<file path="config.mk">
export PLATFORM = sky130hd
export DESIGN_NAME = ysyx_22050550_fetch
export DESIGN_NICKNAME = d
export VERILOG_FILES = /design/src/rtl/ysyx_22050550_fetch_pkg.sv /design/src/rtl/ysyx_22050550_fetch_buf.sv /design/src/rtl/ysyx_22050550_fetch.sv
export SDC_FILE = /design/constraint.sdc
export NUM_CORES = 1
export LEC_CHECK = 0
export CORE_MARGIN = 2
export CORE_UTILIZATION = 35
export CTS_CLUSTER_SIZE = 30
export DETAILED_ROUTE_END_ITERATION = 6
export PLACE_DENSITY_LB_ADDON = 0.3
export SLEW_MARGIN = 40
export SYNTH_ARGS = -nofsm -noshare
export SYNTH_HDL_FRONTEND = slang
export SYNTH_SLANG_ARGS = --single-unit
</file>
<file path="constraint.sdc">
create_clock -name clk -period 2.55 [get_ports clk]
set_clock_uncertainty 0.2 [all_clocks]
set_input_delay 0.6375 -clock clk [delete_from_list [all_inputs] [get_ports clk]]
set_output_delay 0.6375 -clock clk [all_outputs]
set_load 0.05 [all_outputs]
</file>
<file path="src/rtl/ysyx_22050550_fetch_pkg.sv">
// Shared constants for the instruction fetch stage.
// Default widths, reset PC, buffer depth and fetch FSM state encodings.
package ysyx_22050550_fetch_pkg;

  localparam int DEF_PC_WIDTH   = 64;
  localparam int DEF_INST_WIDTH = 32;
  localparam int DEF_BUF_DEPTH  = 2;

  localparam logic [63:0] DEF_RESET_PC = 64'h8000_0000;

  localparam logic [0:0] FETCH_REQ  = 1'b0;
  localparam logic [0:0] FETCH_WAIT = 1'b1;

endpackage

</file>
<file path="src/rtl/ysyx_22050550_fetch_buf.sv">
// Synchronous FIFO of {pc,instr} pairs; flush beats push, pop with full is honoured.
// Ports: clk, rst_n, flush, push, push_data, pop, head_data, count, full, empty.
module ysyx_22050550_fetch_buf #(
  parameter int DEPTH = 2,
  parameter int W     = 96,
  parameter int CW    = $clog2(DEPTH + 1)
) (
  input  logic          clk,
  input  logic          rst_n,
  input  logic          flush,
  input  logic          push,
  input  logic [W-1:0]  push_data,
  input  logic          pop,
  output logic [W-1:0]  head_data,
  output logic [CW-1:0] count,
  output logic          full,
  output logic          empty
);

  localparam int PW = (DEPTH > 1) ? $clog2(DEPTH) : 1;

  logic [W-1:0]  mem [DEPTH];
  logic [PW-1:0] rd_ptr;
  logic [PW-1:0] wr_ptr;
  logic          do_push;
  logic          do_pop;

  function automatic logic [PW-1:0] nxt(input logic [PW-1:0] p);
    return (p == PW'(DEPTH - 1)) ? '0 : p + 1'b1;
  endfunction

  assign full      = (count == CW'(DEPTH));
  assign empty     = (count == '0);
  assign do_pop    = pop && !empty;
  assign do_push   = push && (!full || do_pop);
  assign head_data = mem[rd_ptr];

  always_ff @(posedge clk or negedge rst_n) begin
    if (!rst_n) begin
      rd_ptr <= '0;
      wr_ptr <= '0;
      count  <= '0;
      for (int i = 0; i < DEPTH; i++) begin
        mem[i] <= '0;
      end
    end else if (flush) begin
      rd_ptr <= '0;
      wr_ptr <= '0;
      count  <= '0;
    end else begin
      if (do_push) begin
        mem[wr_ptr] <= push_data;
        wr_ptr      <= nxt(wr_ptr);
      end
      if (do_pop) begin
        rd_ptr <= nxt(rd_ptr);
      end
      count <= count + CW'(do_push) - CW'(do_pop);
    end
  end

endmodule

</file>
<file path="src/rtl/ysyx_22050550_fetch.sv">
// Fetch stage: owns the PC, one imem read in flight, buffers {pc,instr} for decode.
// Ports: redirect_*, imem_req_*, imem_rsp_*, pc_o/instr_o/valid_o/ready_i;
// perf_fetch_o/perf_stall_o only with YSYX_22050550_FETCH_PERF_EN.
module ysyx_22050550_fetch
  import ysyx_22050550_fetch_pkg::*;
#(
  parameter int                      PC_WIDTH   = DEF_PC_WIDTH,
  parameter int                      INST_WIDTH = DEF_INST_WIDTH,
  parameter logic [PC_WIDTH-1:0]     RESET_PC   = PC_WIDTH'(DEF_RESET_PC),
  parameter int                      BUF_DEPTH  = DEF_BUF_DEPTH
) (
  input  logic                  clk,
  input  logic                  rst_n,
  input  logic                  redirect_valid_i,
  input  logic [PC_WIDTH-1:0]   redirect_pc_i,
  output logic                  imem_req_valid_o,
  input  logic                  imem_req_ready_i,
  output logic [PC_WIDTH-1:0]   imem_req_addr_o,
  input  logic                  imem_rsp_valid_i,
  input  logic [INST_WIDTH-1:0] imem_rsp_data_i,
  output logic [PC_WIDTH-1:0]   pc_o,
  output logic [INST_WIDTH-1:0] instr_o,
  output logic                  valid_o,
  input  logic                  ready_i
`ifdef YSYX_22050550_FETCH_PERF_EN
  ,
  output logic [63:0]           perf_fetch_o,
  output logic [63:0]           perf_stall_o
`endif
);

  localparam int CW = $clog2(BUF_DEPTH + 1);

  logic [0:0]          state;
  logic                active;
  logic                drop;
  logic [PC_WIDTH-1:0] fetch_pc;
  logic [PC_WIDTH-1:0] tag_pc;

  logic [CW-1:0]       count;
  logic [CW:0]         occ;
  logic                full;
  logic                empty;
  logic                wait_st;
  logic                accept;
  logic                push;
  logic                pop;

  assign wait_st = (state == FETCH_WAIT);
  // Slots already claimed: buffered entries plus the one in flight.
  assign occ     = {1'b0, count} + (CW + 1)'(wait_st);

  // active keeps req_valid low while reset is asserted.
  assign imem_req_valid_o = active && !wait_st && !full &&
                            (occ < (CW + 1)'(BUF_DEPTH));
  assign imem_req_addr_o  = fetch_pc;

  assign accept  = imem_req_valid_o && imem_req_ready_i;
  assign push    = wait_st && imem_rsp_valid_i &&
                   !drop && !redirect_valid_i;
  assign valid_o = !empty;
  assign pop     = valid_o && ready_i;

  always_ff @(posedge clk or negedge rst_n) begin
    if (!rst_n) begin
      state    <= FETCH_REQ;
      active   <= 1'b0;
      drop     <= 1'b0;
      fetch_pc <= RESET_PC;
      tag_pc   <= '0;
    end else begin
      active <= 1'b1;

      if (redirect_valid_i) begin
        fetch_pc <= redirect_pc_i;
      end else if (accept) begin
        fetch_pc <= fetch_pc + PC_WIDTH'(4);
      end

      if (accept) begin
        tag_pc <= fetch_pc;
      end

      // A redirect never changes the state flow; it only marks the
      // in-flight response (or the one accepted this edge) as stale.
      case (state)
        FETCH_REQ: begin
          if (accept) begin
            state <= FETCH_WAIT;
          end
          drop <= accept && redirect_valid_i;
        end
        FETCH_WAIT: begin
          if (imem_rsp_valid_i) begin
            state <= FETCH_REQ;
            drop  <= 1'b0;
          end else begin
            drop  <= drop || redirect_valid_i;
          end
        end
        default: begin
          state <= FETCH_REQ;
          drop  <= 1'b0;
        end
      endcase
    end
  end

  ysyx_22050550_fetch_buf #(
    .DEPTH (BUF_DEPTH),
    .W     (PC_WIDTH + INST_WIDTH),
    .CW    (CW)
  ) u_buf (
    .clk       (clk),
    .rst_n     (rst_n),
    .flush     (redirect_valid_i),
    .push      (push),
    .push_data ({tag_pc, imem_rsp_data_i}),
    .pop       (pop),
    .head_data ({pc_o, instr_o}),
    .count     (count),
    .full      (full),
    .empty     (empty)
  );

`ifdef YSYX_22050550_FETCH_PERF_EN
  always_ff @(posedge clk or negedge rst_n) begin
    if (!rst_n) begin
      perf_fetch_o <= '0;
      perf_stall_o <= '0;
    end else begin
      if (push) begin
        perf_fetch_o <= perf_fetch_o + 64'd1;
      end
      if (!valid_o) begin
        perf_stall_o <= perf_stall_o + 64'd1;
      end
    end
  end
`endif

endmodule

</file>
Yosys cells after proc, flatten, opt, wreduce, memory -nomap -nowiden
Index checks and enable logic that the tools add are counted.
Operators by class
  add/sub/neg operators: 6
  order comparisons: 4
  eq/ne operators: 1
  multiplexer cells: 20
  bitwise gates (word level): 4
  reduce and logical (&&, ||, !) cells: 24
Operators with widths (count)
  $mux W96: 4
  $bwmux W192: 1
  $mux W64: 2
  $demux W96 S1: 1
  $add A64 B3 Y64 const B: 1
  $logic_and A1 B1 Y1: 12
  $mux W1: 9
  $reduce_bool A2 Y1: 3
  $logic_not A1 Y1: 5
  $ge A2 B2 Y1 const B: 2
  $not A1 Y2: 2
  $pmux W1 S2: 2
  $add A2 B1 Y3: 1
  $lt A3 B2 Y1 const B: 1
  $add A1 B1 Y1 const B: 2
  $add A2 B1 Y2: 1
  $eq A2 B2 Y1 const B: 1
  $logic_not A2 Y1: 1
  $logic_or A1 B1 Y1: 2
  $lt A2 B1 Y1 const B: 1
  $mux W2: 1
  $not A1 Y1: 2
  $reduce_and A2 Y1: 1
  $sub A2 B1 Y2: 1
Storage, ports and cells
  register bits: 327
  input port bits: 102
  output and inout bits: 162
  logic and storage cells: 69

Depth between registers and ports, before layout
  word-level depth: 9
  gate-level depth with buffers: 8
  mapped depth without buffers: 7

Cells and area by module
A second synthesis with hierarchy kept.
Unflattened totals
  cell total of the unflattened synthesis: 1270
  area, all modules: 15009.4 um2
By module, submodules not included
  ysyx_22050550_fetch_buf: times used 1, cells an instance 536, area each 8619.5 um2, seq. area each 4904.7 um2
  ysyx_22050550_fetch: times used 1, cells an instance 734, area each 6389.9 um2, seq. area each 3279.4 um2

Worst setup path before layout
No wires, ideal clock.
  path type: reg2reg
  from: reg fetch_pc[17] (netlist: imem_req_addr_o[17])
  to: reg fetch_pc[60] (netlist: imem_req_addr_o[60])
  library setup time: 0.082 ns
  arrival time: 2.775 ns
  required time: 2.268 ns
  setup slack: -0.507 ns
  stages on the path, launching flop included: 8
  buffers on the path: 2
  period minus slack after synthesis: 3.057 ns
  cells stage by stage: dfrtp_1 clkbuf_2 nand4_1 or3_1 or4_1 clkbuf_1 or4_1 a31oi_1
Between the ends
  cells in the longest elaborated chain, start to end: 3
Ends and longest elaborated chain
  from (decl): line ysyx_22050550_fetch.sv:37  | logic [PC_WIDTH-1:0] fetch_pc;
  from (signal assigned): line ysyx_22050550_fetch.sv:75  | fetch_pc <= redirect_pc_i;
  from (signal assigned): line ysyx_22050550_fetch.sv:77  | fetch_pc <= fetch_pc + PC_WIDTH'(4);
  $add A64 B3 Y64: line ysyx_22050550_fetch.sv:77
  $mux W64: line ysyx_22050550_fetch.sv:76  | end else if (accept) begin
  $mux W64: line ysyx_22050550_fetch.sv:74  | if (redirect_valid_i) begin
No other way between the ends. The select of a mux whose other input is x is not followed.
A chain may end at the register's enable or synchronous reset.

Worst setup path after layout
  from: reg u_buf.rd_ptr
  to: out pc_o[37]
Between the ends
  cells in the longest elaborated chain, start to end: 4
Ends and longest elaborated chain
  from (decl): line ysyx_22050550_fetch_buf.sv:23  | logic [PW-1:0] rd_ptr;
  from (signal assigned): line ysyx_22050550_fetch_buf.sv:56  | rd_ptr <= nxt(rd_ptr);
  $not A1 Y2 (not written as such): line ysyx_22050550_fetch_buf.sv:36  | assign head_data = mem[rd_ptr];
  $mux W96 (not written as such) (3 in series): line ysyx_22050550_fetch_buf.sv:36
  to (decl): line ysyx_22050550_fetch.sv:21  | output logic [PC_WIDTH-1:0] pc_o,
No other way between the ends. The select of a mux whose other input is x is not followed.

==> Flow_metrics.wiki <==
{| class="wikitable"
! Metric !! Value
|-
| Clock latency at the later pin of the worst-skew pair || 550 ps
|-
| Sink Count || 327
|-
| Overall power after layout || 0.0252 W
|-
| Pre-Repair DR Iteration Count || 5
|-
| Kind of capture point of the worst setup path || output port
|-
| Vias per Instance || 5.09
|-
| Net total in the final layout || between 1500 and 2000
|-
| Ys flop type || sky130_fd_sc_hd__dfrtp_1
|-
| Clock-pin slew on the worst setup and hold paths || roughly 60 ps
|-
| Number of buffers created by CTS || 39
|-
| Final cell count without fillers || between 2000 and 2500
|-
| Placer congestion estimate || about 0.84
|-
| Area post-placement || approximately 0.019 mm^2
|-
| EDFF count, synth || 0
|-
| Total count of hold-check failures in the final report || 0
|-
| Chip width || between 200 and 250 um
|-
| Total Routed Length || 44500 um
|-
| Number of remaining DRC errors || 0
|-
| Max_cap viols || 0
|-
| Dpl cells || 2112
|-
| Worst-path fanout max || 7
|-
| Sequential group share of total power || 0.312
|-
| Final antenna-violating net count || 0
|-
| Post-Syn Instances || between 1000 and 1500
|-
| Clock Root Buffer || sky130_fd_sc_hd__clkbuf_16
|-
| Min Tclk post-route || 2730 ps
|-
| Row count || 75
|-
| Leakage dissipation || approximately 9.6 nW
|-
| First-iteration detailed-routing DRC count || between 700 and 800
|-
| Final setup vio count || about 110
|-
| Slew margin rel. || 0.584
|-
| Synthesized netlist net count || ~1400
|-
| Combined global-route utilization of all metal layers || 0.197
|-
| Synthesis-to-finish area growth || 41.4%
|-
| Failing checks || negative setup slack
|-
| Slew Viols, Final || 0
|-
| Buffers on Ports || 263
|-
| Max Buffers Root-to-Sink || 3
|-
| NetSw || roughly 0.0099 W
|-
| Critical Setup Path Class || reg -> out
|-
| Final global-route overflow total || 0
|-
| Crit start category || flip-flop
|-
| RSZ-0062 raised after global routing || yes
|-
| Count of vias placed by the detailed router || approximately 11000
|-
| Yosys warns || 0
|-
| Result of the run || finished with violations
|-
| Crit path DAT || around 1900 ps
|-
| Core Footprint || 0.0418 mm^2
|-
| Number of placed I/O pins || 264
|-
| Cell variety after synth || 44
|-
| Largest net degree at the start of global routing || 112
|-
| Total die area || 0.0438 mm^2
|-
| Switch share || 0.392
|-
| Most instantiated cells after synthesis || sky130_fd_sc_hd__dfrtp_1 (326), sky130_fd_sc_hd__mux2_2 (290), sky130_fd_sc_hd__nand2_1 (263), sky130_fd_sc_hd__clkbuf_1 (59), sky130_fd_sc_hd__o21ai_0 (51)
|-
| Final Util || 0.499
|-
| Class of the tightest hold or removal check || reg -> reg
|-
| Async set-or-reset flop fraction in the synthesized netlist || 1.00
|-
| Maximum clock frequency || around 370 MHz
|-
| Antenna violations before repair || 7
|-
| Die boundary height || about 210 um
|-
| Share of power burned in the clock network || 0.230
|-
| Max IR drop VDD || 0.000663 V
|-
| TritonCTS clock tree || yes
|-
| PnR worst setup slack || -184 ps
|-
| Area fraction of the dominant cell type after synthesis || 0.553
|-
| H-tree levels || 2
|-
| Pwr dens || roughly 1200 mW/mm^2
|-
| Initial Util || 0.353
|-
| Routed wirelength normalized by instance count || ~20 um
|-
| Cell taking the most area after synthesis || sky130_fd_sc_hd__dfrtp_1
|-
| Most area-consuming cells after synthesis || sky130_fd_sc_hd__dfrtp_1 (55%), sky130_fd_sc_hd__mux2_2 (22%), sky130_fd_sc_hd__nand2_1 (6.7%), sky130_fd_sc_hd__o21ai_0 (1.7%), sky130_fd_sc_hd__clkbuf_1 (1.5%)
|-
| Sequential element share of the synthesized area || 0.555
|-
| Final design area excluding fillers || between 0.02 and 0.025 mm^2
|-
| Part of the power in combinational logic || 0.458
|-
| Via count of the first global-routing pass || approximately 11000
|-
| Library cell with the highest instance count after synthesis || sky130_fd_sc_hd__dfrtp_1
|-
| Detailed placer's ending HPWL || around 30000 um
|-
| Cell area after synthesis || around 0.015 mm^2
|-
| Part of the cycle the worst path needs || 1.07
|-
| Wire length of the first global-routing pass || around 67000 um
|-
| Share of post-route cells with drive strength above 1 || 0.412
|-
| Cell Int Power || roughly 0.015 W
|-
| Average cell area after synthesis || between 10 and 15 um^2
|-
| Number of storage elements in the synthesis netlist || approximately 330
|-
| Measured slew at the worst slew-check pin || ~620 ps
|-
| Required @ worst endpoint || between 1500 and 2000 ps
|}
## power by group through the flow
stage | Sequential (W) | Clock [W] | Combinational [W]
floorplan | 0.00800 | 0 | 0.00674
finish | 0.00788 | 0.00581 | 0.0116
CTS | 0.00787 | 0.00599 | 0.0110
global placement | 0.00784 | 0 | 0.0101
detailed placement | 0.00796 | 0 | 0.0101
global route | 0.00811 | 0.00620 | 0.0121
## timing repair
| action | 4_1_cts | 5_1_grt |
|---|---|---|
| setup endpoints to repair | 138 | 121 |
| gates resized for setup | 115 | 69 |
| pin swaps | 13 | 12 |
| cloned | 3 | 6 |
| endpoints found under the hold margin | 25 | 0 |
| buffers inserted | 9 | 9 |
| hold buffers | 1 | 0 |
## registers in the layout, summed over array words and instances, names as in the netlist
name / count
u_buf.count: 2
u_buf.mem: 192
tag_pc: 64
drop: 1
u_buf.wr_ptr: 1
u_buf.rd_ptr: 1
state: 1
active: 1
imem_req_addr_o: 64
## cell type report
class / count / area, um^2
Inverter: 6 / 22.5
Timing Repair Buffer: 401 / 4140
Multi-Input combinational cell: 866 / 6410
Fill cell: 3752 / 20900
Clock buffer: 53 / 1110
Clock inverter: 18 / 251
Antenna cell: 5 / 12.5
Sequential cell: 327 / 8230
Tap cell: 539 / 674
## final timing paths
kind,cells past startpoint,end,slack (ps),startpoint
min in group asynchronous,2,u_buf.mem[72]$_DFFE_PN0P_,360,rst_n
max in group asynchronous,3,u_buf.mem[15]$_DFFE_PN0P_,1080,rst_n
worst min-delay path,2,tag_pc[42]$_DFFE_PN0P_,290,tag_pc[42]$_DFFE_PN0P_
worst max register to register,6,imem_req_addr_o[57]$_DFFE_PN0P_,-140,state$_DFF_PN0_
worst max-delay path,4,pc_o[37],-180,u_buf.rd_ptr$_DFFE_PN0P_
worst min register to register,2,tag_pc[42]$_DFFE_PN0P_,290,tag_pc[42]$_DFFE_PN0P_
## placed cells by master, fill, tap and decap left out, types with 11 or more instances in the layout
cell,count
sky130_fd_sc_hd__o21ai_0,44
sky130_fd_sc_hd__dfrtp_1,295
sky130_fd_sc_hd__xor2_1,18
sky130_fd_sc_hd__nor3_1,13
sky130_fd_sc_hd__clkdlybuf4s50_1,98
sky130_fd_sc_hd__nand2_1,262
sky130_fd_sc_hd__mux2_2,282
sky130_fd_sc_hd__xnor2_1,25
sky130_fd_sc_hd__dlygate4sd2_1,27
sky130_fd_sc_hd__nor4_1,16
sky130_fd_sc_hd__dfrtp_2,30
sky130_fd_sc_hd__buf_12,19
sky130_fd_sc_hd__clkbuf_16,44
sky130_fd_sc_hd__nand3_1,30
sky130_fd_sc_hd__nand4_1,28
sky130_fd_sc_hd__or3_1,11
sky130_fd_sc_hd__nor2_1,26
sky130_fd_sc_hd__a31oi_1,14
sky130_fd_sc_hd__buf_6,102
sky130_fd_sc_hd__and3_1,11
sky130_fd_sc_hd__buf_4,136
## logic make-up after synthesis
logic type,share of synthesized area
flip-flops,0.555
XOR/XNOR,0.0255
AND/OR/NAND/NOR,0.139
adder cells (fa/ha/maj),0.00255
multiplexers,0.222
buffers and inverters,0.0227
AO/OA/AOI/OAI,0.0327
other,0.000254
## routing by layer
| metal | vias up | track usage | wire length [um] |
|---|---|---|---|
| met3 | 88 | 0.0417 | 2370 |
| met4 | 6 | 0.0746 | 1500 |
| met2 | 312 | 0.317 | 21300 |
| li1 | 5203 | - | - |
| met1 | 5671 | 0.263 | 19300 |
| met5 | - | 0 | 36 |
## per-stage QoR
| stage | hold WS (ps) | TNS, ps | setup WS [ps] |
|---|---|---|---|
| finish | 294 | -15860 | -184 |
| global route | 308 | -23030 | -253 |
| CTS | 297 | -20690 | -267 |
| detailed placement | 281 | -38790 | -898 |
| global placement | 276 | -34600 | -830 |
| floorplan | 142 | -1570 | -250 |
## worst max-delay path, stage by stage, from the launching register on
cell	delay [ps]
sky130_fd_sc_hd__dfrtp_4	520
sky130_fd_sc_hd__buf_12	170
sky130_fd_sc_hd__buf_16	160
sky130_fd_sc_hd__mux2_4	320
sky130_fd_sc_hd__buf_6	160
Note: power is estimated with default switching activity, not from simulation.
